--- src/rtl/spi_bus_pkg.sv ---
// Shared reply codes, CMD byte layout and FSM states for the SPI command bridge.
package spi_bus_pkg;

  localparam logic [7:0] RPL_CMD    = 8'hA0;
  localparam logic [7:0] RPL_LEN    = 8'hA1;
  localparam logic [7:0] RPL_ADDR   = 8'hA2;
  localparam logic [7:0] RPL_WDATA  = 8'hD0;
  localparam logic [7:0] RPL_STATUS = 8'h50;
  localparam logic [7:0] RPL_BADCMD = 8'hE1;
  localparam logic [7:0] RPL_BUSY   = 8'hEB;
  localparam logic [7:0] RPL_DRAIN  = 8'hEE;

  localparam int CMD_WE_BIT   = 7;
  localparam int CMD_INCR_BIT = 6;
  localparam int CMD_KIND_LSB = 4;
  localparam int CMD_TGT_LSB  = 0;

  typedef enum logic [1:0] {
    KIND_ACCESS = 2'b00,
    KIND_RSVD_A = 2'b01,
    KIND_RSVD_B = 2'b10,
    KIND_STATUS = 2'b11
  } cmd_kind_e;

  typedef enum logic [2:0] {
    ST_IDLE,
    ST_LEN,
    ST_ADDR,
    ST_WDATA,
    ST_WREQ,
    ST_RREQ,
    ST_RDATA,
    ST_DRAIN
  } state_e;

endpackage

--- src/rtl/spi_bus_cmd_decoder.sv ---
// Splits a CMD byte into its fields and flags targets outside the populated range.
module spi_bus_cmd_decoder
  import spi_bus_pkg::*;
#(
  parameter int NUM_TARGET = 4,
  parameter int TW         = 2
) (
  input  logic [7:0]    cmd,
  output logic          we,
  output logic          incr,
  output cmd_kind_e     kind,
  output logic [TW-1:0] target,
  output logic          target_valid
);

  logic [3:0] tgt_full;

  assign tgt_full     = cmd[CMD_TGT_LSB +: 4];
  assign we           = cmd[CMD_WE_BIT];
  assign incr         = cmd[CMD_INCR_BIT];
  assign kind         = cmd_kind_e'(cmd[CMD_KIND_LSB +: 2]);
  assign target       = tgt_full[TW-1:0];
  assign target_valid = ({28'd0, tgt_full} < 32'(NUM_TARGET));

endmodule

--- src/rtl/spi_bus_bridge.sv ---
// Byte-stream command engine: turns spi_trx bytes into bursts on a generic
// register/memory bus and streams one reply byte back for every byte received.
module spi_bus_bridge
  import spi_bus_pkg::*;
#(
  parameter  int ADDR_BYTES = 4,
  parameter  int DATA_BYTES = 4,
  parameter  int NUM_TARGET = 4,
  parameter  int TIMEOUT    = 1024,
  localparam int AW         = 8 * ADDR_BYTES,
  localparam int DW         = 8 * DATA_BYTES,
  localparam int TW         = (NUM_TARGET > 1) ? $clog2(NUM_TARGET) : 1
) (
  input  logic          clk,
  input  logic          rst,
  input  logic          frame_rst,
  input  logic [7:0]    rx_data,
  input  logic          rx_valid,
  output logic [7:0]    tx_data,
  output logic          tx_valid,
  output logic          bus_req,
  output logic          bus_we,
  output logic [TW-1:0] bus_tgt,
  output logic [AW-1:0] bus_addr,
  output logic [DW-1:0] bus_wdata,
  input  logic [DW-1:0] bus_rdata,
  input  logic          bus_ack,
  output logic          err_o,
  output logic          busy_o
);

  localparam int TMW = $clog2(TIMEOUT + 1);

  state_e          state_q, state_d;
  logic            we_q, we_d, incr_q, incr_d, abort_q, abort_d, err_q, err_d;
  logic [TW-1:0]   tgt_q, tgt_d;
  logic [7:0]      count_q, count_d;
  logic [1:0]      idx_q, idx_d;
  logic [AW-1:0]   addr_q, addr_d, addr_next;
  logic [DW-1:0]   wdata_q, wdata_d, rdata_q, rdata_d;
  logic [TMW-1:0]  tmo_q, tmo_d;
  logic [7:0]      tx_data_d;
  logic            tx_valid_d, err_set, err_clr, in_req;

  logic            dec_we, dec_incr, dec_tgt_valid;
  cmd_kind_e       dec_kind;
  logic [TW-1:0]   dec_tgt;

  spi_bus_cmd_decoder #(.NUM_TARGET(NUM_TARGET), .TW(TW)) u_dec (
    .cmd          (rx_data),
    .we           (dec_we),
    .incr         (dec_incr),
    .kind         (dec_kind),
    .target       (dec_tgt),
    .target_valid (dec_tgt_valid)
  );

  assign in_req    = (state_q == ST_WREQ) || (state_q == ST_RREQ);
  assign addr_next = incr_q ? addr_q + AW'(1) : addr_q;

  assign bus_req   = in_req;
  assign bus_we    = in_req & we_q;
  assign bus_tgt   = tgt_q;
  assign bus_addr  = addr_q;
  assign bus_wdata = wdata_q;
  assign err_o     = err_q;
  assign busy_o    = (state_q != ST_IDLE);

  // NOTE: every variable gets a default before the case so no path infers a latch.
  always_comb begin
    state_d    = state_q;
    we_d       = we_q;
    incr_d     = incr_q;
    abort_d    = abort_q;
    tgt_d      = tgt_q;
    count_d    = count_q;
    idx_d      = idx_q;
    addr_d     = addr_q;
    wdata_d    = wdata_q;
    rdata_d    = rdata_q;
    tmo_d      = '0;
    tx_data_d  = tx_data;
    tx_valid_d = rx_valid;
    err_set    = 1'b0;
    err_clr    = 1'b0;

    if (frame_rst && !in_req) begin
      // End of frame outside a bus handshake: any byte in this cycle is dropped.
      state_d = ST_IDLE;
      idx_d   = '0;
      if (rx_valid) tx_data_d = RPL_DRAIN;
    end else begin
      case (state_q)
        ST_IDLE: if (rx_valid) begin
          we_d   = dec_we;
          incr_d = dec_incr;
          tgt_d  = dec_tgt;
          idx_d  = '0;
          if (dec_kind == KIND_ACCESS && dec_tgt_valid) begin
            state_d   = ST_LEN;
            tx_data_d = RPL_CMD;
          end else if (dec_kind == KIND_STATUS) begin
            tx_data_d = RPL_STATUS | 8'(err_q);
            err_clr   = 1'b1;
          end else begin
            state_d   = ST_DRAIN;
            tx_data_d = RPL_BADCMD;
            err_set   = 1'b1;
          end
        end

        ST_LEN: if (rx_valid) begin
          count_d   = rx_data;
          tx_data_d = RPL_LEN;
          state_d   = ST_ADDR;
        end

        ST_ADDR: if (rx_valid) begin
          addr_d    = AW'({addr_q, rx_data});
          tx_data_d = RPL_ADDR;
          if (idx_q == 2'(ADDR_BYTES - 1)) begin
            idx_d   = '0;
            state_d = we_q ? ST_WDATA : ST_RREQ;
          end else begin
            idx_d = idx_q + 2'd1;
          end
        end

        ST_WDATA: if (rx_valid) begin
          wdata_d   = DW'({wdata_q, rx_data});
          tx_data_d = RPL_WDATA | 8'(idx_q);
          if (idx_q == 2'(DATA_BYTES - 1)) begin
            idx_d   = '0;
            state_d = ST_WREQ;
          end else begin
            idx_d = idx_q + 2'd1;
          end
        end

        ST_WREQ, ST_RREQ: begin
          // A frame end cannot abandon the bus mid-handshake; remember it instead.
          if (frame_rst) abort_d = 1'b1;
          if (rx_valid) begin
            tx_data_d = frame_rst ? RPL_DRAIN : RPL_BUSY;
            if (!frame_rst && state_q == ST_WREQ) err_set = 1'b1;
          end
          if (bus_ack) begin
            abort_d = 1'b0;
            idx_d   = '0;
            if (abort_q || frame_rst) begin
              state_d = ST_IDLE;
            end else if (state_q == ST_RREQ) begin
              rdata_d = bus_rdata;
              state_d = ST_RDATA;
            end else if (count_q == 8'd0) begin
              state_d = ST_IDLE;
            end else begin
              count_d = count_q - 8'd1;
              addr_d  = addr_next;
              state_d = ST_WDATA;
            end
          end else if (tmo_q == TMW'(TIMEOUT - 1)) begin
            abort_d = 1'b0;
            err_set = 1'b1;
            state_d = (abort_q || frame_rst) ? ST_IDLE : ST_DRAIN;
          end else begin
            tmo_d = tmo_q + TMW'(1);
          end
        end

        ST_RDATA: if (rx_valid) begin
          tx_data_d = rdata_q[DW-1 -: 8];
          rdata_d   = rdata_q << 8;
          if (idx_q == 2'(DATA_BYTES - 1)) begin
            idx_d = '0;
            if (count_q == 8'd0) begin
              state_d = ST_IDLE;
            end else begin
              count_d = count_q - 8'd1;
              addr_d  = addr_next;
              state_d = ST_RREQ;
            end
          end else begin
            idx_d = idx_q + 2'd1;
          end
        end

        ST_DRAIN: if (rx_valid) tx_data_d = RPL_DRAIN;

        default: state_d = ST_IDLE;
      endcase
    end

    // A status read clears err even if something tried to set it the same cycle.
    err_d = err_clr ? 1'b0 : (err_set ? 1'b1 : err_q);
  end

  // NOTE: sequential state uses non-blocking assignments so every register samples pre-edge values.
  always_ff @(posedge clk) begin
    if (rst) begin
      state_q  <= ST_IDLE;
      we_q     <= 1'b0;
      incr_q   <= 1'b0;
      abort_q  <= 1'b0;
      err_q    <= 1'b0;
      tgt_q    <= '0;
      count_q  <= '0;
      idx_q    <= '0;
      addr_q   <= '0;
      wdata_q  <= '0;
      rdata_q  <= '0;
      tmo_q    <= '0;
      tx_data  <= '0;
      tx_valid <= 1'b0;
    end else begin
      state_q  <= state_d;
      we_q     <= we_d;
      incr_q   <= incr_d;
      abort_q  <= abort_d;
      err_q    <= err_d;
      tgt_q    <= tgt_d;
      count_q  <= count_d;
      idx_q    <= idx_d;
      addr_q   <= addr_d;
      wdata_q  <= wdata_d;
      rdata_q  <= rdata_d;
      tmo_q    <= tmo_d;
      tx_data  <= tx_data_d;
      tx_valid <= tx_valid_d;
    end
  end

endmodule

--- config.mk ---
export PLATFORM = sky130hd
export DESIGN_NAME = spi_bus_bridge
export DESIGN_NICKNAME = d
export VERILOG_FILES = /design/src/rtl/spi_bus_pkg.sv /design/src/rtl/spi_bus_cmd_decoder.sv /design/src/rtl/spi_bus_bridge.sv
export SDC_FILE = /design/constraint.sdc
export NUM_CORES = 1
export LEC_CHECK = 0
export CORE_ASPECT_RATIO = 0.9
export CORE_MARGIN = 2
export CORE_UTILIZATION = 55
export CTS_BUF_LIST = sky130_fd_sc_hd__clkbuf_8
export CTS_CLUSTER_DIAMETER = 80
export CTS_CLUSTER_SIZE = 16
export DETAILED_ROUTE_END_ITERATION = 16
export PLACE_DENSITY = 0.83
export SETUP_SLACK_MARGIN = 0.1
export SYNTH_ARGS = -nofsm -noshare
export SYNTH_HDL_FRONTEND = slang
export SYNTH_HIERARCHICAL = 1
export SYNTH_SLANG_ARGS = --single-unit
--- constraint.sdc ---
create_clock -name clk -period 2.1 [get_ports clk]
set_input_delay 0.21 -clock clk [delete_from_list [all_inputs] [get_ports clk]]
set_output_delay 0.21 -clock clk [all_outputs]
set_load 0.1 [all_outputs]
==> results of run 1 <==
routing by layer:
metal  vias up  wire length [um]  part of all wire [%]  global-route usage, %
met5         -                 0                     0                      0
met4         0               265                   1.4                  7.553
met3        30              1685                   8.9                  6.846
met2       319              8942                    47                  45.35
met1      3288              8036                    42                  38.72
li1       3351                 -                     -                      -
registers in the layout, indices dropped and copies added (netlist names), 2 cells and up:
| signal | count |
|---|---|
| bus_wdata | 32 |
| count_q | 8 |
| tx_data | 8 |
| bus_addr | 32 |
| state_q | 3 |
| idx_q | 2 |
| rdata_q | 32 |
| tmo_q | 11 |
| bus_tgt | 2 |
metrics by stage:
| stage | total power [W] | area (um^2) | setup slack, ns | utilization, % | cells |
|---|---|---|---|---|---|
| final | 0.006205 | 8818 | 0.1369 | 72.73 | 1153 |
| after global placement | 0.004069 | 8290 | 0.04096 | 68.38 | 1116 |
| after floorplan | 0.003680 | 6912 | 0.02868 | - | 850 |
| after CTS | 0.006202 | 8718 | 0.08458 | 71.91 | 1150 |
| after detailed placement | 0.004086 | 8290 | 0.03379 | 68.38 | 1116 |
| after global routing | 0.006426 | 8818 | 0.09233 | 72.73 | 1153 |
path summary, 6_finish.rpt:
check,from,to,slack [ns],cells after the start
max,state_q[1],busy_o,0.14,4
min,rst,bus_addr[5],0.19,2
max reg2reg,idx_q[0],bus_addr[10],0.18,7
min reg2reg,tmo_q[10],tmo_q[10],0.45,2
synthesized netlist by cell type, types with 3 or more instances:
cell type	number	area share [%]
sky130_fd_sc_hd__dfxtp_1	135	39
sky130_fd_sc_hd__nand2_1	113	6.2
sky130_fd_sc_hd__nor2_1	96	5.3
sky130_fd_sc_hd__a21oi_1	76	5.6
sky130_fd_sc_hd__a211oi_1	36	3.9
sky130_fd_sc_hd__o21ai_0	34	2.5
sky130_fd_sc_hd__nand3_1	32	2.3
sky130_fd_sc_hd__clkbuf_1	28	1.5
sky130_fd_sc_hd__buf_2	27	2.0
sky130_fd_sc_hd__mux2i_1	27	3.9
sky130_fd_sc_hd__nand4_1	14	1.3
sky130_fd_sc_hd__a31oi_1	13	1.2
sky130_fd_sc_hd__a22oi_1	12	1.3
sky130_fd_sc_hd__inv_1	11	0.60
sky130_fd_sc_hd__nor3_1	11	0.80
sky130_fd_sc_hd__and2_1	10	0.91
sky130_fd_sc_hd__and3_1	10	0.91
sky130_fd_sc_hd__buf_4	10	1.1
sky130_fd_sc_hd__o211ai_1	9	0.99
sky130_fd_sc_hd__o22ai_1	9	0.82
sky130_fd_sc_hd__a21o_1	8	0.88
sky130_fd_sc_hd__nand2b_1	8	0.73
sky130_fd_sc_hd__o31ai_1	8	0.88
sky130_fd_sc_hd__a311oi_1	7	0.90
sky130_fd_sc_hd__nor2b_1	7	0.64
sky130_fd_sc_hd__nor4_1	7	0.64
sky130_fd_sc_hd__xor2_1	6	0.77
sky130_fd_sc_hd__ha_1	5	0.91
sky130_fd_sc_hd__or3_1	5	0.46
sky130_fd_sc_hd__a21boi_0	4	0.44
sky130_fd_sc_hd__a31o_2	4	0.51
sky130_fd_sc_hd__a32o_1	4	0.58
sky130_fd_sc_hd__and4_1	4	0.51
sky130_fd_sc_hd__o32ai_1	4	0.51
sky130_fd_sc_hd__buf_1	3	0.16
sky130_fd_sc_hd__buf_6	3	0.49
sky130_fd_sc_hd__nand3b_1	3	0.33
sky130_fd_sc_hd__nor3_2	3	0.44
timing repair:
| item | CTS | global route |
|---|---|---|
| gates cloned | 0 | 1 |
| pin swaps | 1 | 2 |
| buffers inserted | 2 | 2 |
| resized for setup | 7 | 17 |
| endpoints found under the setup margin | 29 | 42 |
where the power goes:
| part | internal, W | switching [W] |
|---|---|---|
| clock | 0.00111 | 0.00101 |
| combinational | 0.000473 | 0.000890 |
| sequential | 0.00263 | 0.0000919 |
| total | 0.00421 | 0.00200 |
cell type report:
type	count	share of cell area, %
timing repair buffer	182	18.18
tap	160	2.270
clock buffer	19	2.965
clock inverter	13	1.490
inverter	12	0.5533
sequential	135	31.47
multi-input combinational	632	43.08
critical path, cell delays in order, from the launching register on:
cell	delay, ns
sky130_fd_sc_hd__dfxtp_4	0.37
sky130_fd_sc_hd__buf_4	0.18
sky130_fd_sc_hd__or3_4	0.45
sky130_fd_sc_hd__buf_4	0.16
sky130_fd_sc_hd__buf_12	0.16
cells by family (layout without fill, tap and decap cells):
logic type	Yosys count	after routing	synth area share [%]
mux	29	29	4.331
flops	135	135	39.47
fa+ha+maj	5	5	0.9137
compound gates	252	252	24.60
buf+inv	83	226	5.921
simple gates	338	338	23.74
xor+xnor	8	8	1.023
==> impl_metrics.env, run 1 <==
export IMPL_status="finished clean"
export IMPL_cellPowerDensity_nw_per_um2=703.6
export IMPL_drc_violation_count_after_routing=0
export IMPL_post_route_min_period_ns=1.963
export IMPL_routed_wirelength_um=18930
export IMPL_num_fill_cells=963
export IMPL_tritoncts_buffers=17
export IMPL_floorplan_initialDensity_pct=56.47
export IMPL_worstSetupStartpointType="flip-flop"
export IMPL_critical_path_peak_fanout=13
export IMPL_synth_edff_count=0
export IMPL_max_slew_margin_rel_pct=51.18
export IMPL_most_common_layout_cells="127 x sky130_fd_sc_hd__buf_4, 112 x sky130_fd_sc_hd__nand2_1, 103 x sky130_fd_sc_hd__dfxtp_1"
export IMPL_cts_root_buf="sky130_fd_sc_hd__clkbuf_8"
export IMPL_critical_path_endpoint_type="output port"
export IMPL_timing_final_setup_violations=0
export IMPL_grt_start_max_net_pins=54
export IMPL_synth_ff_latch_count=135
export IMPL_clock_tree_buffer_depth=2
export IMPL_first_pass_grt_wire_length_um=30420
export IMPL_gr_usage_all_layers_pct=28.41
export IMPL_cp_data_required_time_ns=1.89
export IMPL_die_w_um=121.6
export IMPL_placeableCoreArea_um2=12120
export IMPL_design_final_nets=1030
export IMPL_dieHeight_um=109.8
export IMPL_seq_area_um2=2775
export IMPL_maxClockFrequency_ghz=0.5094
export IMPL_timing_critical_path_arrival_ns=1.75
export IMPL_synth_distinct_cells=74
export IMPL_synthesis_instances=850
export IMPL_synth_sequential_area_ratio_pct=39.47
export IMPL_first_pass_iters=5
export IMPL_ys_async_sr_fraction_pct=0
export IMPL_peakVddDrop_mv=0.6052
export IMPL_critical_path_class="flip-flop to output port"
export IMPL_final_hold_violation_count=0
export IMPL_drv_slew=0
export IMPL_dieArea_um2=13360
export IMPL_layout_drive_gt1_share_pct=24.57
export IMPL_clk_pin_slew_ns=0.07
export IMPL_ys_warn_count=6
export IMPL_floorplan_io_pins=124
export IMPL_grt_setup_unrepaired="true"
export IMPL_power_static_leakage_nw=3.432
export IMPL_fin_setup_tns_ns=0
export IMPL_areaGrowthSynthToFinish_pct=28.80
export IMPL_grt_overflow_total=0
export IMPL_syn_avg_cell_area_um2=8.055
export IMPL_synth_flop_cell="sky130_fd_sc_hd__dfxtp_1"
export IMPL_multiInputGateArea_um2=3799
export IMPL_clock_sinks=135
export IMPL_routed_via_count=6988
export IMPL_tritoncts="done"
export IMPL_synth_net_count=900
export IMPL_first_global_vias=6174
export IMPL_hold_class="primary input to flip-flop"
export IMPL_max_cap_violations=0
export IMPL_finClkSkew_ns=0.01418
export IMPL_syn_area_um2=6847
export IMPL_drt_initial_drc_count=711
export IMPL_worst_slew_pin_transition_ns=0.7323
export IMPL_timing_hold_ws_ns=0.1863
export IMPL_buffer_ports_inserted=123
export IMPL_cts_hold_fix_buffers=0
export IMPL_post_drt_via_cell_ratio=6.061
export IMPL_post_dp_hpwl_um=13050
export IMPL_fraction_of_the_cycle_the_final_worst_path_needs_pct=93.48
export IMPL_clock_tree_htree_level_count=4
export IMPL_antenna_cells_inserted=0
export IMPL_clock_insertion_delay_worst_skew_ns=0.45
export IMPL_routed_length_per_instance_um=16.42
export IMPL_antenna_left=0
export IMPL_antenna_found_initial=0
export IMPL_final_common_cell="sky130_fd_sc_hd__buf_4"
export IMPL_finalWeightedCongestion=0.9321
export IMPL_standard_cell_rows=38
No activity file was read; power rests on OpenSTA's default activity.
==> run 2: changes to the inputs <==
--- a/config.mk
+++ b/config.mk
@@ -10,8 +10,8 @@
 export CORE_UTILIZATION = 55
 export CTS_BUF_LIST = sky130_fd_sc_hd__clkbuf_8
 export CTS_CLUSTER_DIAMETER = 80
-export CTS_CLUSTER_SIZE = 16
 export DETAILED_ROUTE_END_ITERATION = 16
+export GPL_TIMING_DRIVEN = 0
 export PLACE_DENSITY = 0.83
 export SETUP_SLACK_MARGIN = 0.1
 export SYNTH_ARGS = -nofsm -noshare
==> run 2 against run 1 <==
  * Critical path type is now flip-flop to flip-flop
  * Via count up 5.3%
  * First-iteration DRC count up 14%
  * Flip-flop and latch count unchanged
  * Maximum frequency down 2.0%
  * Worst hold slack better by 0.12 ns
  * Design area up 1.4%
  * Final cell count up 1.8%
  * Sequential share of layout area down 0.49 points
==> impl_metrics.env, run 2 (same netlist as run 1, synthesis figures left out) <==
export IMPL_routed_via_count=7358
export IMPL_hp_start="rst"
export IMPL_clock_tree_htree_level_count=4
export IMPL_numPlacedInstances=1132
export IMPL_sw_share_pct=33.96
export IMPL_worstSetupStartpointType="flip-flop"
export IMPL_post_route_min_period_ns=2.003
export IMPL_drt_initial_drc_count=811
export IMPL_areaGrowthSynthToFinish_pct=30.67
export IMPL_holdPathStages=4
export IMPL_part_of_the_total_power_dissipated_in_sequential_elements_pct=41.8
export IMPL_num_fill_cells=978
export IMPL_drc_violation_count_after_routing=0
export IMPL_cts_root_buf="sky130_fd_sc_hd__clkbuf_8"
export IMPL_layout_drive_gt1_share_pct=17.36
export IMPL_grt_setup_unrepaired="true"
export IMPL_route_met3_wl_um=2223
export IMPL_antenna_found_initial=0
export IMPL_cp_data_required_time_ns=2.41
export IMPL_peakVddDrop_mv=0.6770
export IMPL_finalWeightedCongestion=0.9678
export IMPL_topRoutingLayerUsed="met4"
export IMPL_dieArea_um2=13360
export IMPL_critical_path_class="flip-flop to flip-flop"
export IMPL_clock_insertion_delay_worst_skew_ns=0.46
export IMPL_first_pass_iters=5
export IMPL_power_static_leakage_nw=3.690
export IMPL_timing_final_setup_violations=0
export IMPL_internal_power_w=0.004285
export IMPL_max_slew_margin_rel_pct=33.83
export IMPL_clock_tree_buffer_depth=2
export IMPL_status="finished clean"
export IMPL_maxClockFrequency_ghz=0.4992
export IMPL_fraction_of_the_cycle_the_final_worst_path_needs_pct=95.40
export IMPL_net_switching_power_w=0.002204
export IMPL_post_layout_nonfiller_instances=1174
export IMPL_max_cap_violations=0
export IMPL_power_share_combinational_pct=21.4
export IMPL_clock_sinks=135
export IMPL_critical_path_endpoint_type="flip-flop"
export IMPL_floorplan_initialDensity_pct=56.47
export IMPL_tritoncts_buffers=17
export IMPL_most_common_layout_cells="111 x sky130_fd_sc_hd__nand2_1, 104 x sky130_fd_sc_hd__dfxtp_1, 95 x sky130_fd_sc_hd__nor2_1"
export IMPL_standard_cell_area_after_detailed_placement_um2=8333
export IMPL_post_drt_via_cell_ratio=6.267
export IMPL_crit_path_start="state_q[2]"
export IMPL_share_of_total_power_in_the_clock_network_pct=36.8
export IMPL_buffer_ports_inserted=122
export IMPL_standard_cell_rows=38
export IMPL_drv_slew=0
export IMPL_crit_reg2reg_launch="state_q[2]"
export IMPL_cellPowerDensity_nw_per_um2=725.3
export IMPL_first_pass_grt_wire_length_um=34510
export IMPL_min_delay_worst_endpoint="bus_addr[30]"
export IMPL_grt_overflow_total=0
export IMPL_routed_wirelength_um=22560
export IMPL_first_global_vias=6675
export IMPL_gr_usage_all_layers_pct=33.32
export IMPL_tritoncts="done"
export IMPL_regToRegEndpoint="bus_addr[11]"
export IMPL_timing_critical_path_arrival_ns=2.32
export IMPL_cts_hold_fix_buffers=0
export IMPL_clk_pin_slew_ns=0.08
export IMPL_worst_slew_pin_transition_ns=0.9965
export IMPL_final_hold_violation_count=0
export IMPL_wl_met2_um=10280
export IMPL_hold_class="primary input to flip-flop"
export IMPL_finClkSkew_ns=0.01171
export IMPL_antenna_cells_inserted=0
export IMPL_layout_cell_area_non_filler_um2=8946
export IMPL_routed_length_per_instance_um=19.22
export IMPL_met1_length_um=9527
export IMPL_r2r_cells=8
export IMPL_fin_setup_tns_ns=0
export IMPL_dieHeight_um=109.8
export IMPL_rrSetupSlack_ns=0.1
export IMPL_die_w_um=121.6
export IMPL_post_dp_hpwl_um=15390
export IMPL_placeableCoreArea_um2=12120
export IMPL_final_common_cell="sky130_fd_sc_hd__nand2_1"
export IMPL_design_final_nets=1051
export IMPL_grt_start_max_net_pins=17
export IMPL_floorplan_io_pins=124
export IMPL_antenna_left=0
export IMPL_critical_path_peak_fanout=10
-- run 2: cell types whose count changed in the layout (fill, tap and decap cells not counted), sizes merged, moves of 2 or more --
cell,change
inv,+4
buf,-90
clkinv,-3
clkdlybuf4s15,+2
dlygate4sd2,+74
clkbuf,+34
-- run 2: repair_timing --
| item | 4_1_cts | 5_1_grt |
|---|---|---|
| resized for setup | 117 | 50 |
| pin swaps | 4 | 5 |
| setup buffers | 4 | 6 |
| setup endpoints to repair | 138 | 108 |
-- run 2: per-layer routing --
layer	GRT usage [%]	up-vias
met5	0	-
met4	11.41	0
met3	7.417	68
met2	52.97	450
met1	44.95	3454
li1	-	3386
-- run 2: power by group through the flow --
stage | registers [W] | logic (W) | clock network, W
global route | 0.00272 | 0.00145 | 0.00249
finish | 0.00271 | 0.00139 | 0.00239
CTS | 0.00271 | 0.00132 | 0.00238
detailed placement | 0.00277 | 0.00132 | 0
global placement | 0.00277 | 0.00132 | 0
floorplan | 0.00306 | 0.000616 | 0
-- run 2: worst max path at each step --
stage	to	slack (ns)	cells after the start
after global placement	bus_wdata[25]	-0.36	9
after global routing	bus_addr[30]	0.05	8
final	bus_addr[11]	0.1	8
after detailed placement	bus_wdata[24]	-0.45	9
after CTS	busy_o	0.1	4
after floorplan	bus_addr[18]	0.03	6
-- run 2: area by class of cell --
cell class	instances	area [um^2]	area share [%]
plain buffers	71	414.1	4.629
clock buffers	18	247.7	2.769
clock inverters	14	183.9	2.056
inverters	12	48.80	0.5455
multi-input cells	632	3874	43.30
flip-flops and latches	135	2771	30.98
well taps	160	200.2	2.238
repair buffers	132	1206	13.48
-- run 2: stage by stage --
step                total power [W]  util, %  hold slack (ns)  setup WS [ns]
detailed placement         0.004088    68.73           0.4432        -0.4465
floorplan                  0.003680        -           0.3460        0.02868
global route               0.006666    73.79           0.3172        0.04866
global placement           0.004081    68.73           0.4318        -0.3644
finish                     0.006489    73.79           0.3027        0.09660
CTS                        0.006405    72.32           0.2795        0.09531
-- run 2: critical path: stages (launching register included) --
cell	delay, ns
sky130_fd_sc_hd__dfxtp_1	0.36
sky130_fd_sc_hd__buf_4	0.21
sky130_fd_sc_hd__a21boi_2	0.28
sky130_fd_sc_hd__nand4_1	0.19
sky130_fd_sc_hd__and3_1	0.25
sky130_fd_sc_hd__buf_6	0.13
sky130_fd_sc_hd__buf_2	0.20
sky130_fd_sc_hd__o21ai_0	0.12
sky130_fd_sc_hd__a21oi_1	0.10
==> run 3: changes to the inputs <==
--- a/config.mk
+++ b/config.mk
@@ -10,6 +10,7 @@
 export CORE_UTILIZATION = 55
 export CTS_BUF_LIST = sky130_fd_sc_hd__clkbuf_8
 export CTS_CLUSTER_DIAMETER = 80
+export CTS_CLUSTER_SIZE = 30
 export DETAILED_ROUTE_END_ITERATION = 16
 export GPL_TIMING_DRIVEN = 0
 export PLACE_DENSITY = 0.83
==> results of run 3 <==
The final DEF is identical to that of run 2; final timing and power are the same.
